**config.mk**
```make
export PLATFORM = sky130hd
export DESIGN_NAME = cache_fill_fsm
export DESIGN_NICKNAME = d
export VERILOG_FILES = /design/src/rtl/cache_fill_fsm_pkg.sv /design/src/rtl/cache_fill_fsm_fill_counter.sv /design/src/rtl/cache_fill_fsm.sv
export SDC_FILE = /design/constraint.sdc
export NUM_CORES = 1
export LEC_CHECK = 0
export BUFFER_PORTS_ARGS = -buffer_cell sky130_fd_sc_hd__buf_2
export CAP_MARGIN = 10
export CORE_MARGIN = 10
export CORE_UTILIZATION = 37
export CTS_CLUSTER_DIAMETER = 150
export CTS_CLUSTER_SIZE = 28
export DETAILED_ROUTE_END_ITERATION = 8
export PLACE_DENSITY = 0.74
export SETUP_SLACK_MARGIN = 0.02
export SLEW_MARGIN = 25
export SYNTH_ARGS = -nofsm -noshare
export SYNTH_HDL_FRONTEND = slang
export SYNTH_SLANG_ARGS = --single-unit
```
**constraint.sdc**
```tcl
create_clock -name clk -period 1.17 [get_ports clk]
set_input_delay 0.0585 -clock clk [delete_from_list [all_inputs] [get_ports clk]]
set_output_delay 0.0585 -clock clk [all_outputs]
set_load 0.1 [all_outputs]
```
**src/rtl/cache_fill_fsm_pkg.sv**
```systemverilog
// Shared definitions for the d_cache miss handler: state encoding, block geometry
// and the in-block word address helper.
package cache_fill_fsm_pkg;
   localparam int ADDR_W    = 16;
   localparam int DATA_W    = 16;
   localparam int BLK_WORDS = 8;
   localparam int CNT_W     = 3;
   localparam int OFF_LSB   = 1;
   localparam int OFF_MSB   = 3;

   localparam logic [ADDR_W-1:0] BASE_MASK = 16'hFFF0;

   localparam logic ST_IDLE = 1'b0;
   localparam logic ST_FILL = 1'b1;

   typedef enum logic {
      IDLE = ST_IDLE,
      FILL = ST_FILL
   } state_t;

   // Offset add stays inside the block bits, so the tag field can never carry.
   function automatic logic [ADDR_W-1:0] word_addr(input logic [ADDR_W-1:0] base,
                                                   input logic [CNT_W-1:0]  idx);
      logic [OFF_MSB:0] off;
      off = base[OFF_MSB:0] + {idx, 1'b0};
      return {base[ADDR_W-1:OFF_MSB+1], off};
   endfunction
endpackage

```
**src/rtl/cache_fill_fsm_fill_counter.sv**
```systemverilog
// Word counter for one side of a block fill; done latches once the last word
// of the block has been counted and holds until cleared.
module fill_counter
   import cache_fill_fsm_pkg::*;
(
   input  logic             clk,
   input  logic             rst_n,
   input  logic             clr,
   input  logic             en,
   output logic [CNT_W-1:0] cnt,
   output logic             done
);

   logic at_tc;

   assign at_tc = (cnt == CNT_W'(BLK_WORDS - 1));

   always_ff @(posedge clk or negedge rst_n) begin
      if (!rst_n) begin
         cnt  <= '0;
         done <= 1'b0;
      end else if (clr) begin
         cnt  <= '0;
         done <= 1'b0;
      end else if (en && !done) begin
         cnt  <= cnt + CNT_W'(1);
         done <= at_tc;
      end
   end

endmodule

```
**src/rtl/cache_fill_fsm.sv**
```systemverilog
// Miss handler between d_cache and main memory: fetches the 8-word block holding
// the miss address, streams words into the cache and writes the tag with the last.
//
// state | meaning
// IDLE  | waiting for a miss; all outputs low, stray memory responses dropped
// FILL  | issuing 8 requests and loading 8 returned words; pipeline stalled
module cache_fill_fsm
   import cache_fill_fsm_pkg::*;
(
   input  logic              clk,
   input  logic              rst_n,
   input  logic              miss_detected,
   input  logic [ADDR_W-1:0] miss_address,
   input  logic [DATA_W-1:0] mem_data,
   input  logic              mem_data_valid,
   output logic              mem_enable,
   output logic [ADDR_W-1:0] mem_address,
   output logic              fsm_busy,
   output logic              load_data,
   output logic              load_tag,
   output logic [ADDR_W-1:0] cache_address,
   output logic [DATA_W-1:0] cache_data
);

   state_t            state, state_nxt;
   logic [ADDR_W-1:0] base;
   logic [CNT_W-1:0]  issue_cnt, recv_cnt;
   logic              issue_done, recv_done;
   logic              in_fill, issue_en, recv_en, last_word;

   assign in_fill   = (state == FILL);
   assign issue_en  = in_fill && !issue_done;
   assign recv_en   = in_fill && mem_data_valid && !recv_done;
   assign last_word = recv_en && (recv_cnt == CNT_W'(BLK_WORDS - 1));

   // Counters sit cleared throughout IDLE so every fill starts from word 0.
   fill_counter u_issue_cnt (
      .clk   (clk),
      .rst_n (rst_n),
      .clr   (!in_fill),
      .en    (issue_en),
      .cnt   (issue_cnt),
      .done  (issue_done)
   );

   fill_counter u_recv_cnt (
      .clk   (clk),
      .rst_n (rst_n),
      .clr   (!in_fill),
      .en    (recv_en),
      .cnt   (recv_cnt),
      .done  (recv_done)
   );

   always_ff @(posedge clk or negedge rst_n) begin
      if (!rst_n) begin
         state <= IDLE;
         base  <= '0;
      end else begin
         state <= state_nxt;
         if (state == IDLE && miss_detected)
            base <= miss_address & BASE_MASK;
      end
   end

   always_comb begin
      state_nxt     = state;
      mem_enable    = 1'b0;
      mem_address   = '0;
      fsm_busy      = 1'b0;
      load_data     = 1'b0;
      load_tag      = 1'b0;
      cache_address = '0;
      cache_data    = '0;
      case (state)
         IDLE: begin
            if (miss_detected)
               state_nxt = FILL;
         end
         FILL: begin
            fsm_busy      = 1'b1;
            mem_enable    = issue_en;
            if (issue_en)
               mem_address = word_addr(base, issue_cnt);
            load_data     = recv_en;
            load_tag      = last_word;
            cache_address = word_addr(base, recv_cnt);
            cache_data    = mem_data;
            if (last_word)
               state_nxt = IDLE;
         end
         default: state_nxt = IDLE;
      endcase
   end

endmodule

```
==> results of run 1 <==
==> cell type report <==
class | count | area, µm² | area share, %
multi-input combinational | 87 | 907.1 | 30.16
tap | 46 | 57.56 | 1.913
timing repair buffer | 112 | 1473 | 48.96
clock buffer | 4 | 26.28 | 0.8735
inverter | 2 | 15.01 | 0.4992
sequential | 21 | 529.3 | 17.60
==> Yosys cell counts, drive strengths merged <==
| cell | number |
|---|---|
| a21oi | 1 |
| a31oi | 1 |
| and2 | 46 |
| and2b | 1 |
| and3 | 1 |
| buf | 6 |
| clkbuf | 4 |
| conb | 1 |
| dfrtp | 21 |
| ha | 4 |
| inv | 2 |
| mux2 | 13 |
| mux2i | 4 |
| nand2 | 4 |
| nor2 | 1 |
| nor2b | 6 |
| o21a | 1 |
| xnor2 | 1 |
==> stage by stage <==
step           utilization, %  setup slack (ns)  setup TNS, ns
2_1_floorplan               -           -0.3278         -15.08
3_3_place_gp            79.10          -0.09734         -1.693
3_5_place_dp            79.10           -0.1237         -2.245
4_1_cts                 89.15           -0.3262         -15.92
5_1_grt                 90.85           -0.3779         -19.45
6_report                90.85           -0.3398         -17.43
==> worst min-delay path, delay by kind of cell <==
family                 cells  cell delay, ns
AOI/OAI and AO/OA          1            0.05
and+or+nand+nor            1            0.11
buffers and inverters      1            0.13
==> logic make-up (layout without fill, tap and decap cells) <==
group / Yosys count / count (layout) / synth area share (%)
xor+xnor: 1 / 1 / 0.6960
fa+ha+maj: 4 / 4 / 3.976
simple gates: 59 / 60 / 28.63
other cells: 1 / 2 / 0.2979
flops: 21 / 21 / 41.75
buf+inv: 12 / 118 / 5.367
compound gates: 3 / 3 / 1.491
mux: 17 / 17 / 17.79
==> final timing paths <==
path / from / endpoint / slack [ns] / depth (start not counted)
worst max-delay path: u_issue_cnt.done / mem_address[15] / -0.34 / 3
worst min-delay path: miss_detected / in_fill / 0.06 / 3
worst max register to register: in_fill / base[15] / -0.28 / 4
worst min register to register: base[7] / base[7] / 0.57 / 1
max in group asynchronous: rst_n / in_fill / 0.55 / 2
min in group asynchronous: rst_n / u_recv_cnt.cnt[0] / 0.24 / 2
==> routing by layer <==
metal	share of wire, %	routed length (µm)	GRT usage [%]	vias to the layer above
met5	0	0	0	-
met4	1.8	119	5.735	0
met3	8.9	586	5.011	10
met2	55	3634	34.95	95
met1	34	2278	19.71	671
li1	-	-	-	584
==> flip-flops by register name, summed over array words and instances, names as in the netlist <==
register and cells:
u_issue_cnt.cnt 3, u_issue_cnt.done 1, base 12, u_recv_cnt.cnt 3
in_fill 1, u_recv_cnt.done 1
==> timing repair <==
action / in CTS / in global routing
gates cloned: 1 / 0
gates resized for setup: 34 / 20
hold endpoints to repair: 33 / 0
pin swaps: 12 / 5
setup endpoints to repair: 65 / 70
buffers inserted: 7 / 1
hold buffers: 13 / 0
==> summary.txt, run 1 <==
Run status
  • Status: finished, violations left
  • Violated checks: setup timing

Placement
  • Inst Count DP: 247
  • Placed Area: 2619 µm²
  • IO Port Bufs: 81
  • Post-DP HPWL: between 3000 and 4000 µm
  • RePlAce Congestion: 0.7198

Synthesis
  • Cells after Synth: roughly 120
  • Syn Area/Cell: roughly 11 µm²
  • #FFs+latches synth: 21
  • Leading area contributor after synthesis: dfrtp_1
  • Yosys cell types: 23
  • Area contributors post-synth: dfrtp_1 (42%), and2_1 (23%), mux2_4 (12%)
  • Synth Warn #: 0
  • Cell area after synthesis: between 1000 and 1500 µm²
  • Synth top area share: 41.75%
  • Post-synthesis sequential area ratio: a little over two fifths

Detailed routing
  • Drt initial violations: 60
  • # DRC: 0
  • Post-detailed-route wirelength per cell: ~24 µm
  • Routed vias: around 1400
  • WL final: between 6000 and 7000 µm
  • Drt via density: approximately 5.0
  • Antenna Violating Nets Remaining: 0
  • 1st-pass router iterations: 4

Layout
  • Synthesis-to-layout area growth: 139.0%
  • Commonest non-fill, non-tap cell in the layout: buf_12
  • Nets: about 270
  • Most frequent cells in the layout: buf_12 (52), and2_4 (46), buf_2 (31)
  • Fillers: approximately 120
  • Ant diodes: 0
  • Layout Cells excl Fill: 272
  • Layout cells sized above 1: between 80% and 90%
  • Final instance area: between 3000 and 4000 µm²

Clocking
  • CTS max path bufs: 2
  • CTS Sinks: 21
  • Inserted Clock Buffers: 3
  • Clk_lat worst skew: roughly 0.31 ns
  • Clock Pin Slew Worst Setup and Hold Paths: 0.13 ns
  • Htree depth: 1
  • CTS tree: done
  • CTS root buf: clkbuf_4

Die
  • Placement Rows: 21
  • Initial Util: 38.02%
  • Die X: 78.33 µm
  • DIE AREA: about 6100 µm²
  • Chip height: 78.33 µm
  • Core box area: 3311 µm²
  • # IOs: a little under 90

STA
  • Period utilization: 129.0%
  • Final Max Tran Viols: 0
  • Post-layout min period: approximately 1.5 ns
  • Final setup fails: 69
  • Fmax: between 600 and 700 MHz
  • Worst slew pin tran: 0.5018 ns
  • RSZ-0062 raised after global routing: yes
  • Worst rel slew slack: between 60% and 70%
  • Final setup margin: -0.3398 ns
  • Layout Skew: about 0.0025 ns
  • Final hold vios: 0
  • Worst hold slack: approximately 0.061 ns

Critical path
  • CP cell instances: and2b_4, and2_4, buf_12
  • Setup Crit Path Kind: reg2out
  • Worst Path Arrival: roughly 1.5 ns
  • Startpoint Class: register
  • Worst setup EP type: output port
  • Crit path max fanout: 8
  • Max stage delay on crit path: 0.44 ns
  • Crit path max-delay cell type: dfrtp_1
  • WP data required: 1.11 ns
  • CP top delay family: simple AND/OR/NAND/NOR gates
  • Critical path buffer and inverter count: 1

Global route
  • Number of global-route vias before repair: ~1600
  • Gr usage total: between 10% and 20%
  • Global-route wire length before repair: between 9000 and 10000 µm
  • Gr ovfl total: 0
  • Initial antenna violation count: 0
  • Largest net degree at the start of global routing: 26

Flow run
  • Max_cap viols: 0

Worst hold path
  • Hold Crit Class: in2reg
Power of run 1 is not shown: default switching activity piles up to over one toggle a cycle in this logic, so the estimate is an artifact.
==> inputs of run 2 (changes only) <==
--- a/config.mk
+++ b/config.mk
@@ -12,6 +12,7 @@
 export CTS_CLUSTER_DIAMETER = 150
 export CTS_CLUSTER_SIZE = 28
 export DETAILED_ROUTE_END_ITERATION = 8
+export GPL_TIMING_DRIVEN = 0
 export PLACE_DENSITY = 0.74
 export SETUP_SLACK_MARGIN = 0.02
 export SLEW_MARGIN = 25
==> summary.txt, run 2 (synthesis results as in run 1) <==
Run status
  • Status: finished, violations left (unchanged)
  • Violated checks: setup timing (unchanged)

Worst hold path
  • Hold Crit Class: in2reg (unchanged)

Global route
  • Gr usage total: 17.83% (was 18.65%)
  • Gr ovfl total: 0 (unchanged)
  • Routing usage on met2: 32.57% (was 34.95%)
  • Largest net degree at the start of global routing: 22 (was 26)
  • Number of global-route vias before repair: 1470 (was 1550)
  • Global-route wire length before repair: 8666 µm (was 9080 µm)
  • Met3 global-route usage: 6.378% (was 5.011%)
  • M1 GR Usage: 18.46% (was 19.71%)
  • Grt peak-use layer: met2 (unchanged)
  • Initial antenna violation count: 1 (was 0)

Layout
  • Largest register by flop count: base (unchanged)
  • Largest register FFs: 12 (unchanged)
  • Ant diodes: 0 (unchanged)
  • Fillers: 117 (was 123)
  • Commonest non-fill, non-tap cell in the layout: buf_12 (unchanged)
  • Layout cells sized above 1: 79.24% (was 80.09%)
  • Nets: 277 (was 267)
  • Top Registers: base x12, u_issue_cnt.cnt x3, u_recv_cnt.cnt x3 (unchanged)
  • Synthesis-to-layout area growth: 143.4% (was 139.0%)
  • Most frequent cells in the layout: buf_12 (51), and2_4 (39), buf_2 (31) (was buf_12 (52), and2_4 (46), buf_2 (31))

Detailed routing
  • # DRC: 0 (unchanged)
  • Drt via density: 4.936 (was 5.000)
  • Drt initial violations: 91 (was 60)
  • Post-detailed-route wirelength per cell: 25.06 µm (was 24.33 µm)
  • 1st-pass router iterations: 4 (unchanged)
  • Routed vias: 1392 (was 1360)
  • Antenna Violating Nets Remaining: 0 (unchanged)
  • WL final: 7066 µm (was 6618 µm)

Clocking
  • Htree depth: 1 (unchanged)
  • CTS tree: done (unchanged)
  • CTS Sinks: 21 (unchanged)
  • Clk_lat worst skew: 0.32 ns (was 0.31 ns)
  • CTS max path bufs: 2 (unchanged)
  • CTS root buf: clkbuf_4 (unchanged)
  • Clock Pin Slew Worst Setup and Hold Paths: 0.13 ns (about the same)
  • Inserted Clock Buffers: 3 (unchanged)

Placement
  • Setup slack at placement: -0.4135 ns (was -0.1237 ns)
  • IO Port Bufs: 81 (unchanged)
  • RePlAce Congestion: 0.7559 (was 0.7198)
  • Post-DP HPWL: 2840 µm (was 3772 µm)

Die
  • # IOs: 88 (unchanged)
  • Initial Util: 38.02% (unchanged)
  • Chip height: 78.33 µm (unchanged)
  • Placement Rows: 21 (unchanged)
  • Core box area: 3311 µm² (unchanged)
  • Die X: 78.33 µm (unchanged)
  • DIE AREA: 6135 µm² (unchanged)

Critical path
  • FF-to-FF path depth: 4 (unchanged)
  • Crit path max fanout: 6 (was 8)
  • Setup Crit Path Kind: reg2out (unchanged)
  • End of the critical path: mem_address[14] (was mem_address[15])
  • FF-to-FF Start: in_fill (unchanged)
  • WP data required: 1.11 ns (about the same)
  • Worst setup EP type: output port (unchanged)
  • Setup slack, reg-to-reg: -0.36 ns (was -0.28 ns)
  • Startpoint Class: register (unchanged)
  • Worst R2R End: base[5] (was base[15])
  • Worst setup startpoint: u_issue_cnt.done (unchanged)
  • Worst Path Arrival: 1.60 ns (was 1.45 ns)

STA
  • Final setup fails: 67 (was 69)
  • Period utilization: 142.1% (was 129.0%)
  • Final Max Tran Viols: 0 (unchanged)
  • Worst hold slack: 0.04184 ns (was 0.06133 ns)
  • RSZ-0062 raised after global routing: yes (unchanged)
  • Final hold vios: 0 (unchanged)
  • Post-layout min period: 1.662 ns (was 1.510 ns)
  • Layout Skew: 0.002166 ns (was 0.002528 ns)
  • Final setup margin: -0.4922 ns (was -0.3398 ns)
  • Fmax: 601.6 MHz (was 662.4 MHz)

Flow run
  • Max_cap viols: 0 (unchanged)
-- run 2: changes by cell type in the layout (fill, tap and decap cells not counted), moves of 2 or more --
cell / before / now
mux2_2: 1 / 3
and2_4: 46 / 39
and2_2: 0 / 6
mux2_4: 12 / 10
buf_4: 10 / 17
nor2b_1: 3 / 5
nor2b_4: 3 / 1
-- run 2: worst min path at each step --
stage                         end  cells after the start  slack (ns)      startpoint
6_report          u_recv_cnt.done                      3        0.04  mem_data_valid
5_1_grt           u_recv_cnt.done                      3        0.06  mem_data_valid
4_1_cts           u_recv_cnt.done                      3        0.02  mem_data_valid
3_5_place_dp   u_issue_cnt.cnt[0]                      1        0.05           rst_n
3_3_place_gp   u_issue_cnt.cnt[0]                      1        0.04           rst_n
2_1_floorplan            base[10]                      0       -0.24           rst_n
-- run 2: timing repair --
item / in CTS / in global routing
gates resized for setup: 190 / 64
setup endpoints to repair: 65 / 67
hold buffers: 14 / 0
endpoints found under the hold margin: 34 / 0
cloned: 3 / 0
setup buffers: 10 / 7
pin swaps: 3 / 5
-- run 2: final cells by class --
type / count / area, µm² / share of cell area, %
clock buffers: 3 / 22.52 / 0.7350
well taps: 46 / 57.56 / 1.878
clock inverters: 1 / 5.005 / 0.1633
multi-input cells: 86 / 850.8 / 27.77
inverters: 2 / 15.01 / 0.4900
repair buffers: 115 / 1485 / 48.47
flip-flops and latches: 21 / 530.5 / 17.31
plain buffers: 8 / 97.59 / 3.185
-- run 2: worst max-delay path: stages (launching register included) --
cell and delay [ns]:
dfrtp_2 0.44, and2b_4 0.36, buf_12 0.14, and2_4 0.16, buf_12 0.17
-- run 2: routing by layer --
metal  wire length [µm]  vias up
met3                633       17
met5                 13        -
met4                150        2
met2               3625       95
li1                   -      603
met1               2643      675
-- run 2: through the flow --
| stage | cells | cell area [µm²] | utilization [%] | TNS (ns) |
|---|---|---|---|---|
| 6_report | 282 | 3064 | 92.55 | -23.49 |
| 5_1_grt | 282 | 3064 | 92.55 | -25.28 |
| 4_1_cts | 276 | 2788 | 84.20 | -19.15 |
| 3_5_place_dp | 246 | 1846 | 55.74 | -16.84 |
| 3_3_place_gp | 246 | 1846 | 55.74 | -16.84 |
| 2_1_floorplan | 119 | 1383 | - | -15.08 |
Power of run 2 is left out for the same reason.
==> inputs of run 3 (changes only) <==
--- a/config.mk
+++ b/config.mk
@@ -9,11 +9,12 @@
 export CAP_MARGIN = 10
 export CORE_MARGIN = 10
 export CORE_UTILIZATION = 37
-export CTS_CLUSTER_DIAMETER = 150
+export CTS_CLUSTER_DIAMETER = 120
 export CTS_CLUSTER_SIZE = 28
 export DETAILED_ROUTE_END_ITERATION = 8
 export GPL_TIMING_DRIVEN = 0
 export PLACE_DENSITY = 0.74
+export RECOVER_POWER = 25
 export SETUP_SLACK_MARGIN = 0.02
 export SLEW_MARGIN = 25
 export SYNTH_ARGS = -nofsm -noshare
==> summary.txt, run 3 (synthesis results as in run 1) <==
Run status
  • Status: finished, violations left (unchanged)
  • Violated checks: setup timing (unchanged)

Worst hold path
  • Worst hold path depth: 3 (unchanged)
  • Hold Crit Class: in2reg (unchanged)
  • Hold Path Origin: mem_data_valid (unchanged)
  • Hold Crit Endpoint: u_recv_cnt.done (unchanged)

Detailed routing
  • 1st-pass router iterations: 4 (unchanged)
  • WL final: 7039 µm (was 7066 µm)
  • Post-detailed-route wirelength per cell: 24.96 µm (was 25.06 µm)
  • # DRC: 0 (unchanged)
  • Routed vias: 1400 (was 1392)
  • Drt via density: 4.965 (was 4.936)
  • Drt initial violations: 88 (was 91)
  • Antenna Violating Nets Remaining: 0 (unchanged)

Die
  • Core box area: 3311 µm² (unchanged)
  • Initial Util: 38.02% (unchanged)
  • # IOs: 88 (unchanged)
  • Die X: 78.33 µm (unchanged)
  • Placement Rows: 21 (unchanged)
  • Chip height: 78.33 µm (unchanged)
  • DIE AREA: 6135 µm² (unchanged)

Layout
  • Ant diodes: 0 (unchanged)
  • Commonest non-fill, non-tap cell in the layout: buf_12 (unchanged)
  • Fillers: 117 (unchanged)
  • Area of the multi-input gates: 850.8 µm² (unchanged)
  • Fin util: 92.55% (unchanged)
  • Largest register by flop count: base (unchanged)
  • Largest register FFs: 12 (unchanged)
  • Nets: 277 (unchanged)
  • Most frequent cells in the layout: buf_12 (51), and2_4 (39), buf_2 (30) (was buf_12 (51), and2_4 (39), buf_2 (31))
  • Top Registers: base x12, u_issue_cnt.cnt x3, u_recv_cnt.cnt x3 (unchanged)
  • Reg area: 530.5 µm² (unchanged)
  • Layout cells sized above 1: 79.24% (unchanged)
  • Layout Cells excl Fill: 282 (unchanged)
  • Synthesis-to-layout area growth: 143.4% (unchanged)

Critical path
  • Crit path max-delay cell type: dfrtp_2 (unchanged)
  • FF-to-FF path depth: 4 (unchanged)
  • Startpoint Class: register (unchanged)
  • Max stage delay on crit path: 0.45 ns (was 0.44 ns)
  • CP cell instances: and2b_4, buf_12, and2_4, buf_12 (unchanged)
  • Critical Path Most Common Cell: buf_12 (unchanged)
  • Setup slack, reg-to-reg: -0.36 ns (about the same)
  • Worst R2R End: base[5] (unchanged)
  • WP data required: 1.11 ns (about the same)
  • Worst Path Arrival: 1.61 ns (was 1.60 ns)
  • Setup Crit Path Kind: reg2out (unchanged)
  • FF-to-FF Start: in_fill (unchanged)
  • Worst setup startpoint: u_issue_cnt.done (unchanged)
  • Worst setup EP type: output port (unchanged)
  • Crit path max fanout: 6 (unchanged)

Global route
  • Gr usage total: 17.83% (unchanged)
  • Routing usage on met2: 32.57% (unchanged)
  • Number of global-route vias before repair: 1470 (unchanged)
  • Initial antenna violation count: 1 (unchanged)
  • Global-route wire length before repair: 8666 µm (unchanged)
  • Gr ovfl total: 0 (unchanged)
  • Grt peak-use layer: met2 (unchanged)
  • M1 GR Usage: 18.46% (unchanged)
  • Met3 global-route usage: 6.378% (unchanged)
  • Largest net degree at the start of global routing: 22 (unchanged)

Clocking
  • CTS root buf: clkbuf_4 (unchanged)
  • Htree depth: 1 (unchanged)
  • CTS tree: done (unchanged)
  • Clk_lat worst skew: 0.32 ns (about the same)
  • CTS max path bufs: 2 (unchanged)
  • Clock Pin Slew Worst Setup and Hold Paths: 0.13 ns (about the same)
  • CTS Sinks: 21 (unchanged)
  • Inserted Clock Buffers: 3 (unchanged)

STA
  • Post-layout min period: 1.664 ns (was 1.662 ns)
  • Period utilization: 142.2% (was 142.1%)
  • RSZ-0062 raised after global routing: yes (unchanged)
  • Worst rel slew slack: 64.35%
  • Layout Skew: 0.001847 ns (was 0.002166 ns)
  • Final Max Tran Viols: 0 (unchanged)
  • Final setup fails: 67 (unchanged)
  • Final hold vios: 0 (unchanged)
  • Fmax: 601.1 MHz (was 601.6 MHz)
  • Setup TNS: -23.39 ns (was -23.49 ns)
  • Worst slew pin tran: between 0.5 and 0.6 ns
  • Final setup margin: -0.4938 ns (was -0.4922 ns)
  • Worst hold slack: 0.03957 ns (was 0.04184 ns)

Placement
  • IO Port Bufs: 81 (unchanged)
  • Post-DP HPWL: 2840 µm (unchanged)
  • Inst Count DP: 246 (unchanged)
  • RePlAce Congestion: 0.7559 (unchanged)

Flow run
  • Max_cap viols: 0 (unchanged)
-- run 3: changes by cell type in the layout (fill, tap and decap cells not counted), sizes merged --
cell,before,now
buf,108,107
clkbuf,4,5
-- run 3: repair_timing --
action                                  CTS  global route
endpoints found under the setup margin   65            67
gates cloned                              3             0
gates resized for setup                 190            64
hold buffers                             14             0
pin swaps                                 3             5
endpoints found under the hold margin    34             0
buffers inserted                         10             7
-- run 3: per-layer routing --
metal  vias to the layer above  part of all wire, %
met5                         -                 0.18
met4                         2                  1.8
met3                        15                  9.0
met2                        98                   52
met1                       680                   37
li1                        605                    -
-- run 3: how the worst max path moves through the flow --
stage | endpoint | slack [ns] | cells after the start
2_1_floorplan | mem_address[10] | -0.33 | 3
4_1_cts | mem_address[7] | -0.40 | 4
3_3_place_gp | cache_address[8] | -0.41 | 3
3_5_place_dp | cache_address[9] | -0.41 | 3
5_1_grt | mem_address[14] | -0.52 | 4
6_report | mem_address[14] | -0.49 | 4
-- run 3: final cells by class --
class,count,area share (%)
multi-input combinational,86,27.77
clock buffer,3,0.7350
inverter,2,0.4900
timing repair buffer,115,48.47
clock inverter,1,0.1633
tap,46,1.878
sequential,21,17.31
buffer,8,3.185
-- run 3: metrics by stage --
step | area (µm²) | worst slack, ns
final | 3064 | -0.4938
after global routing | 3064 | -0.5201
after CTS | 2788 | -0.3965
after detailed placement | 1846 | -0.4135
after global placement | 1846 | -0.4068
after floorplan | 1383 | -0.3278
-- run 3: critical path, delay by kind of cell, from the launching register on --
kind	cells	cell delay, ns
buf+inv	2	0.31
flops	1	0.45
simple gates	2	0.51
Power of run 3 is left out for the same reason.
